### config.mk
export PLATFORM = sky130hd
export DESIGN_NAME = prod_bcd_conv
export DESIGN_NICKNAME = d
export VERILOG_FILES = /design/src/rtl/prod_bcd_conv.sv
export SDC_FILE = /design/constraint.sdc
export NUM_CORES = 1
export LEC_CHECK = 0
export CAP_MARGIN = 20
export CORE_ASPECT_RATIO = 1.1
export CORE_MARGIN = 1.5
export CORE_UTILIZATION = 25
export CTS_BUF_LIST = sky130_fd_sc_hd__clkbuf_4 sky130_fd_sc_hd__clkbuf_8
export DETAILED_ROUTE_END_ITERATION = 10
export RECOVER_POWER = 25
export SYNTH_ARGS = -nofsm -noshare
export SYNTH_HDL_FRONTEND = slang
export SYNTH_SLANG_ARGS = --single-unit
### constraint.sdc
create_clock -name Clk -period 1.6 [get_ports Clk]
set_input_delay 0.24 -clock Clk [delete_from_list [all_inputs] [get_ports Clk]]
set_output_delay 0.24 -clock Clk [all_outputs]
set_load 0.01 [all_outputs]
### src/rtl/prod_bcd_conv.sv
// Signed product to sign + BCD converter: captures {Aval,Bval} on Start and runs a
// sequential double-dabble, one shift per clock, holding the result until the next conversion.
module prod_bcd_conv #(
   parameter int WIDTH  = 16,
   parameter int DIGITS = 5
) (
   input  logic                  Clk,
   input  logic                  Reset,
   input  logic                  Start,
   input  logic [WIDTH/2-1:0]    Aval,
   input  logic [WIDTH/2-1:0]    Bval,
   output logic                  Busy,
   output logic                  Done,
   output logic                  Neg,
   output logic [4*DIGITS-1:0]   Digits
);

   localparam int CNTW = $clog2(WIDTH + 1);

   typedef enum logic [1:0] {
      IDLE    = 2'd0,
      CONVERT = 2'd1,
      DONE    = 2'd2
   } state_t;

   state_t                r_state;
   state_t                w_nextState;
   logic                  r_sign;
   logic [WIDTH-1:0]      r_bin;
   logic [4*DIGITS-1:0]   r_bcd;
   logic [CNTW-1:0]       r_cnt;
   logic [4*DIGITS-1:0]   r_digits;
   logic                  r_neg;
   logic                  r_done;

   logic [WIDTH-1:0]      w_prod;
   logic [WIDTH-1:0]      w_mag;
   logic [4*DIGITS-1:0]   w_adj;
   logic                  w_lastShift;

   assign w_prod      = {Aval, Bval};
   assign w_mag       = w_prod[WIDTH-1] ? (~w_prod + WIDTH'(1)) : w_prod;
   assign w_lastShift = (r_cnt == CNTW'(WIDTH - 1));

   // Double-dabble correction: any digit of 5 or more gets +3 before the shift.
   always_comb begin
      w_adj = r_bcd;
      for (int d = 0; d < DIGITS; d++) begin
         if (r_bcd[4*d +: 4] >= 4'd5)
            w_adj[4*d +: 4] = r_bcd[4*d +: 4] + 4'd3;
      end
   end

   always_comb begin
      w_nextState = r_state;
      case (r_state)
         IDLE:    if (Start) w_nextState = CONVERT;
         CONVERT: if (w_lastShift) w_nextState = DONE;
         DONE:    w_nextState = IDLE;
         default: w_nextState = IDLE;
      endcase
   end

   always_ff @(posedge Clk or negedge Reset) begin
      if (!Reset) begin
         r_state <= IDLE;
      end else begin
         r_state <= w_nextState;
      end
   end

   // Datapath: the working registers are private, so outputs only change in DONE.
   always_ff @(posedge Clk or negedge Reset) begin
      if (!Reset) begin
         r_sign   <= 1'b0;
         r_bin    <= '0;
         r_bcd    <= '0;
         r_cnt    <= '0;
         r_digits <= '0;
         r_neg    <= 1'b0;
         r_done   <= 1'b0;
      end else begin
         r_done <= 1'b0;
         case (r_state)
            IDLE: begin
               if (Start) begin
                  r_sign <= w_prod[WIDTH-1];
                  r_bin  <= w_mag;
                  r_bcd  <= '0;
                  r_cnt  <= '0;
               end
            end
            CONVERT: begin
               {r_bcd, r_bin} <= {w_adj[4*DIGITS-2:0], r_bin, 1'b0};
               r_cnt          <= r_cnt + CNTW'(1);
            end
            DONE: begin
               r_digits <= r_bcd;
               r_neg    <= r_sign;
               r_done   <= 1'b1;
            end
            default: ;
         endcase
      end
   end

   assign Busy   = (r_state != IDLE);
   assign Done   = r_done;
   assign Neg    = r_neg;
   assign Digits = r_digits;

endmodule

==> results of run 1 <==
through the flow:
step / instance area [um2] / TNS (ps) / worst slack [ps]
finish: 4430 / 0 / 80.6
global route: 4430 / 0 / 1.72
CTS: 4410 / 0 / 0.570
detailed placement: 4210 / -3020 / -237
global placement: 4210 / -2790 / -209
floorplan: 3320 / 0 / 88.4
power by group through the flow:
stage | clock, mW | combinational [mW] | sequential, mW
floorplan | 0 | 1.93 | 2.91
global placement | 0 | 3.20 | 2.91
detailed placement | 0 | 3.32 | 2.96
CTS | 1.31 | 3.37 | 2.91
global route | 1.39 | 3.84 | 3.03
finish | 1.26 | 3.45 | 2.93
cells by family (layout without fill, tap and decap cells):
kind of cell	Yosys count	after routing	synth area share (%)
and+or+nand+nor	73	73	11.5
adders and majority gates	13	13	4.91
buffers and inverters	33	121	3.89
DFF	66	66	49.8
xor gates and xnor gates	21	21	5.55
muxes	18	18	6.00
AOI/OAI and AO/OA	96	96	18.3
cells in the final DEF, fill, tap and decap left out, drive strengths merged, types with 4 or more instances in the layout:
cell / n
xor2: 7
a21oi: 13
or2: 4
ha: 13
o32ai: 5
a22oi: 9
a32o: 5
buf: 46
nand2: 25
inv: 17
clkdlybuf4s50: 39
nand2b: 8
o31ai: 7
clkbuf: 13
nor2: 10
dfrtp: 66
o21ai: 45
xnor2: 14
mux2: 15
nand3: 12
cell type report:
cell class / count / area, um2
Inverter: 17 / 63.8
Fill cell: 1285 / 8320
Tap cell: 157 / 196
Sequential cell: 66 / 1650
Clock inverter: 5 / 30.0
Clock buffer: 11 / 145
Timing Repair Buffer: 88 / 781
Multi-Input combinational cell: 221 / 1560
cell usage after synthesis (9+ instances only):
master / n / area share [%]
o21ai_0: 42 / 6.3
xnor2_1: 14 / 3.7
inv_1: 17 / 1.9
nand3_1: 12 / 1.8
nand2_1: 25 / 2.8
mux2_2: 15 / 5.1
a21oi_1: 13 / 2.0
clkbuf_1: 11 / 1.2
nor2_1: 10 / 1.1
a22oi_1: 9 / 2.0
ha_1: 13 / 4.9
dfrtp_1: 66 / 50
worst max-delay path by stage:
stage / from / endpoint / slack (ps) / cells past startpoint
6_report: Neg$_DFFE_PN0P_ / Neg / 80 / 1
4_1_cts: r_bcd[16]$_DFFE_PN0P_ / r_bcd[18]$_DFFE_PN0P_ / 0.6 / 6
3_3_place_gp: Bval[4] / r_bin[7]$_DFFE_PN0P_ / -210 / 5
5_1_grt: r_bcd[12]$_DFFE_PN0P_ / r_bcd[14]$_DFFE_PN0P_ / 2 / 6
2_1_floorplan: r_bcd[12]$_DFFE_PN0P_ / r_bcd[14]$_DFFE_PN0P_ / 90 / 6
3_5_place_dp: Bval[4] / r_bin[7]$_DFFE_PN0P_ / -240 / 5
metal layers:
metal	share of wire (%)	vias up	GRT usage, %
met4	0.66	0	3.72
li1	-	1319	-
met3	4.0	6	3.26
met2	48	48	19.8
met1	48	1256	13.8
met5	0	-	0
tightest hold or removal path, delay by kind of cell (launching register included):
family / cells / cell delay [ps]
AOI/OAI and AO/OA: 1 / 60
DFF: 1 / 340
and+or+nand+nor: 1 / 50
repair_timing:
| action | in CTS | in global routing |
|---|---|---|
| buffers inserted | 1 | 2 |
| pin swaps | 0 | 2 |
| resized for setup | 3 | 19 |
| endpoints found under the hold margin | 66 | 0 |
| hold buffers | 1 | 0 |
| setup endpoints to repair | 1 | 9 |
| gates cloned | 0 | 0 |
sequential cells by signal (all words and copies together), names as in the netlist:
register / count
r_sign: 1
Digits: 20
r_state: 2
r_cnt: 5
Done: 1
r_bcd: 20
r_bin: 16
Neg: 1
==> run_results.csv, run 1 <==
group,metric,value,unit
die,core,12800,um2
route,avgRoutedWirePerCell,13.2,um
setup_path,path_class,"reg -> out",
pwr,power.switching,2.79,mW
cts,clk_path_buf_depth,2,
pwr,p_int,4.85,mW
cts,numCtsBuffers,9,
die,die_height,124,um
hold_path,hold_path.class,"reg -> reg",
global_route,grt_pass1_vias,2735,
cts,insertion_delay,350,ps
pwr,power_density,1720,nW/um2
route,drt_iter0_markers,101,
placed_design,placed_cells,545,
cts,htree_levels,3,
global_route,grt_usage,11.4,%
synth,synth_ff_type,"dfrtp_1",
setup_path,required,1360,ps
synth,synth_edf_count,0,
pwr,switching_share,36.5,%
pwr,sequentialPowerShare,38.4,%
placed_design,place_congestion,0.749,
finish,layout.cells.non_filler,565,
timing,fmax,658,MHz
run,maxCapViolCount,0,
run_status,status,"finished with violations",
hold_path,hp-start,"Digits[5]$_DFFE_PN0P_",
hold_path,hold_depth,2,
finish,final_util,34.8,%
synth,synth_area,3320,um2
synth,syn_nets,352,
timing,hold_ws,481,ps
timing,finalCritPeriodShare,95.0,%
pwr,p_leak,1.93,nW
finish,drive_gt1_share,25.0,%
timing,maxSlewHeadroom,40.6,%
global_route,grt_max_degree,67,
pwr,power_frac_clock,16.5,%
setup_path,reg2reg_to,"r_bcd[14]$_DFFE_PN0P_",
placed_design,numPortBuffers,41,
route,drt-pass1-iter-count,7,
setup_path,cp_slowest_cell,"clkdlybuf4s50_1",
timing,fin_crit,1520,ps
synth,syn_inst,320,
die,start_util,26.0,%
run_status,violations,"DRC",
setup_path,worstSetupStartpointType,"flop",
route,drt-total-wl,7440,um
pwr,vdd_drop_max,459,uV
global_route,grt_first_pass_wirelength,12600,um
placed_design,post-dp-hpwl,5170,um
synth,ys_warn_count,0,
synth,synth-seq-area-share,49.8,%
synth,ys_types,44,
setup_path,critPathTopFamily,"buffers and inverters",
cts,tritoncts,"done",
setup_path,crit_chain,"clkdlybuf4s50_1",
timing,skew,4.76,ps
die,dieArea,14000,um2
cts,clk_pin_slew_worst_paths,70,ps
finish,antenna_cells,0,
global_route,overflow,0,
synth,ys_async_sr_fraction,100,%
synth,synth_seq_cells,66,
finish,area_delta_synth_final,33.7,%
timing,grt_setup_unrepaired,"no",
pwr,power,7.64,mW
setup_path,arrival,1280,ps
timing,finalSetupViolCount,0,
hold_path,holdPathEnd,"Digits[5]$_DFFE_PN0P_",
setup_path,reg2reg_setup_slack,110,ps
setup_path,cp-end-kind,"output pin",
route,post-route-drc-count,1,
cts,cts_root_buf,"clkbuf_8",
timing,worstMarginPinSlew,891,ps
global_route,antenna_found_initial,0,
timing,hold_viol,0,
setup_path,cpPeakStageDelay,550,ps
setup_path,worst-path-max-fanout,2,
cts,cts_sinks,66,
synth,synth_area_per_cell,10.4,um2
setup_path,rr_worst_depth,6,
pwr,comb_power_share,45.1,%
die,die_w,113,um
timing,finalMaxSlewViolations,0,
route,vias,2629,
setup_path,r2r-start,"r_bcd[13]$_DFFE_PN0P_",
setup_path,path_buf_inv,1,
route,via_per_inst,4.65,
route,drtAntennaViolNets,0,
die,io-pin-count,42,
die,rows,43,
finish,fin_nets,435,
No activity file was read; power rests on OpenSTA's default activity.
==> run 2: changes to the inputs <==
Settings changed: CTS_BUF_LIST sky130_fd_sc_hd__clkbuf_4 sky130_fd_sc_hd__clkbuf_8 to sky130_fd_sc_hd__clkbuf_16.
Clock period 1.6 ns to 1.93 ns, I/O delays scaled along.
==> run 2 against run 1 <==
  * Clock skew down 0.50 ps
  * Non-clock buffer count down 27
  * Sequential power down 17%
  * Combinational power down 25%
  * Die area unchanged
  * Design area down 3.3%
  * Flip-flop and latch count unchanged
  * The flow still finishes with violations (DRC)
  * Critical path type unchanged
  * Power down 16%
  * Cell count down 4.8%
==> run_results.csv, run 2 (same netlist as run 1, synthesis figures left out) <==
group,metric,value,unit
run_status,status,"finished with violations",
run_status,violations,"DRC",
global_route,grt_first_pass_wirelength,12500,um
placed_design,numPortBuffers,41,
setup_path,reg2reg_setup_slack,240,ps
die,die_w,113,um
cts,htree_levels,3,
setup_path,worstSetupStartpointType,"flop",
die,die_height,124,um
setup_path,critPathTopFamily,"buffers and inverters",
setup_path,worst-path-max-fanout,10,
pwr,power_density,1490,nW/um2
timing,worstMarginPinSlew,922,ps
route,via_per_inst,4.85,
cts,insertion_delay,330,ps
timing,finalMaxSlewViolations,0,
cts,cts_root_buf,"clkbuf_16",
cts,clk_pin_slew_worst_paths,50,ps
die,io-pin-count,42,
cts,numCtsBuffers,9,
setup_path,crit_chain,"or2_2, clkdlybuf4s50_1",
finish,final_common_cell,"dfrtp_1",
cts,cts_sinks,66,
setup_path,required,1640,ps
placed_design,placed_cells,521,
timing,finalCritPeriodShare,96.6,%
route,drt-total-wl,7260,um
route,drt-pass1-iter-count,8,
route,post-route-drc-count,1,
setup_path,reg2reg_to,"r_bcd[14]$_DFFE_PN0P_",
cts,tritoncts,"done",
setup_path,cpPeakStageDelay,480,ps
finish,antenna_cells,0,
setup_path,cp_slowest_cell,"clkdlybuf4s50_1",
route,vias,2609,
timing,maxSlewHeadroom,38.5,%
timing,grt_setup_unrepaired,"no",
die,dieArea,14000,um2
finish,final_cell_mix,"64 x dfrtp_1, 42 x o21ai_0, 40 x clkdlybuf4s50_1",
finish,n_fill_cell,1284,
pwr,p_int,4.15,mW
pwr,comb_power_share,40.3,%
timing,hold_viol,0,
pwr,vdd_drop_max,517,uV
pwr,sequentialPowerShare,37.9,%
timing,tns,0,ps
route,drtAntennaViolNets,0,
die,core,12800,um2
placed_design,place_congestion,0.786,
global_route,grt_pass1_vias,2596,
hold_path,hold_depth,2,
global_route,grt_max_degree,67,
setup_path,cp-end-kind,"output pin",
die,start_util,26.0,%
finish,layout.cells.non_filler,538,
cts,clk_path_buf_depth,2,
die,rows,43,
timing,fmax,536,MHz
run,maxCapViolCount,0,
pwr,power.switching,2.25,mW
finish,drive_gt1_share,14.7,%
hold_path,hold_path.class,"reg -> reg",
timing,skew,4.26,ps
placed_design,post-dp-hpwl,5020,um
setup_path,path_buf_inv,1,
setup_path,path_class,"reg -> out",
hold_path,holdPathEnd,"Digits[16]$_DFFE_PN0P_",
pwr,power_frac_clock,21.9,%
finish,final_util,33.6,%
global_route,overflow,0,
timing,fin_crit,1870,ps
timing,finalSetupViolCount,0,
setup_path,rr_worst_depth,6,
pwr,switching_share,35.2,%
setup_path,arrival,1580,ps
finish,fin_nets,408,
route,avgRoutedWirePerCell,13.5,um
global_route,grt_usage,11.4,%
pwr,p_leak,1.86,nW
hold_path,hp-start,"Digits[16]$_DFFE_PN0P_",
finish,area_delta_synth_final,29.3,%
route,drt_iter0_markers,143,
global_route,antenna_found_initial,0,
setup_path,r2r-start,"r_bcd[12]$_DFFE_PN0P_",
## run 2: timing repair
action / CTS / global route
setup buffers: 0 / 0
hold endpoints to repair: 57 / 0
hold buffers: 1 / 0
setup endpoints to repair: 0 / 1
gates resized for setup: 0 / 2
## run 2: worst max-delay path by stage
stage,depth (start not counted),startpoint,to
finish,2,r_state[0]$_DFFE_PN0P_,Busy
global route,2,r_state[0]$_DFFE_PN0P_,Busy
CTS,2,r_state[0]$_DFFE_PN0P_,Busy
detailed placement,7,Bval[4],r_bin[11]$_DFFE_PN0P_
global placement,5,Bval[4],r_bin[7]$_DFFE_PN0P_
floorplan,6,r_bcd[12]$_DFFE_PN0P_,r_bcd[14]$_DFFE_PN0P_
## run 2: stage by stage
| stage | cell area [um2] | power (mW) | hold slack (ps) | setup WS [ps] |
|---|---|---|---|---|
| after floorplan | 3320 | 4.01 | -6.09 | 418 |
| after global placement | 4030 | 4.91 | 335 | 76.8 |
| after detailed placement | 4030 | 5.04 | 339 | 57.5 |
| after CTS | 4300 | 6.49 | 483 | 13.2 |
| after global routing | 4290 | 6.94 | 497 | 0.789 |
| final | 4290 | 6.41 | 481 | 65.0 |
## run 2: area by class of cell
type                       instances  area, um2  area share, %
tap                              157        196           4.58
timing repair buffer              61        583           13.6
clock buffer                       9        225           5.25
inverter                          17       63.8           1.49
multi-input combinational        221       1540           35.8
sequential                        66       1650           38.6
clock inverter                     7       30.0          0.700
## run 2: tightest hold or removal path, cell delays in order, from the launching register on
cell	delay (ps)
dfrtp_1	330
nand2_1	50
o21ai_0	60
## run 2: per-layer routing
metal | share of wire, % | track usage, % | routed length [um]
met1 | 48 | 14.1 | 3510
met3 | 4.4 | 3.75 | 321
met5 | 0 | 0 | 0
met2 | 46 | 18.8 | 3360
met4 | 0.84 | 3.80 | 61
## run 2: power groups by stage
stage	logic, mW	clock network [mW]	registers [mW]
finish	2.58	1.40	2.42
global route	2.90	1.52	2.52
floorplan	1.60	0	2.41
CTS	2.62	1.45	2.42
global placement	2.50	0	2.41
detailed placement	2.60	0	2.44
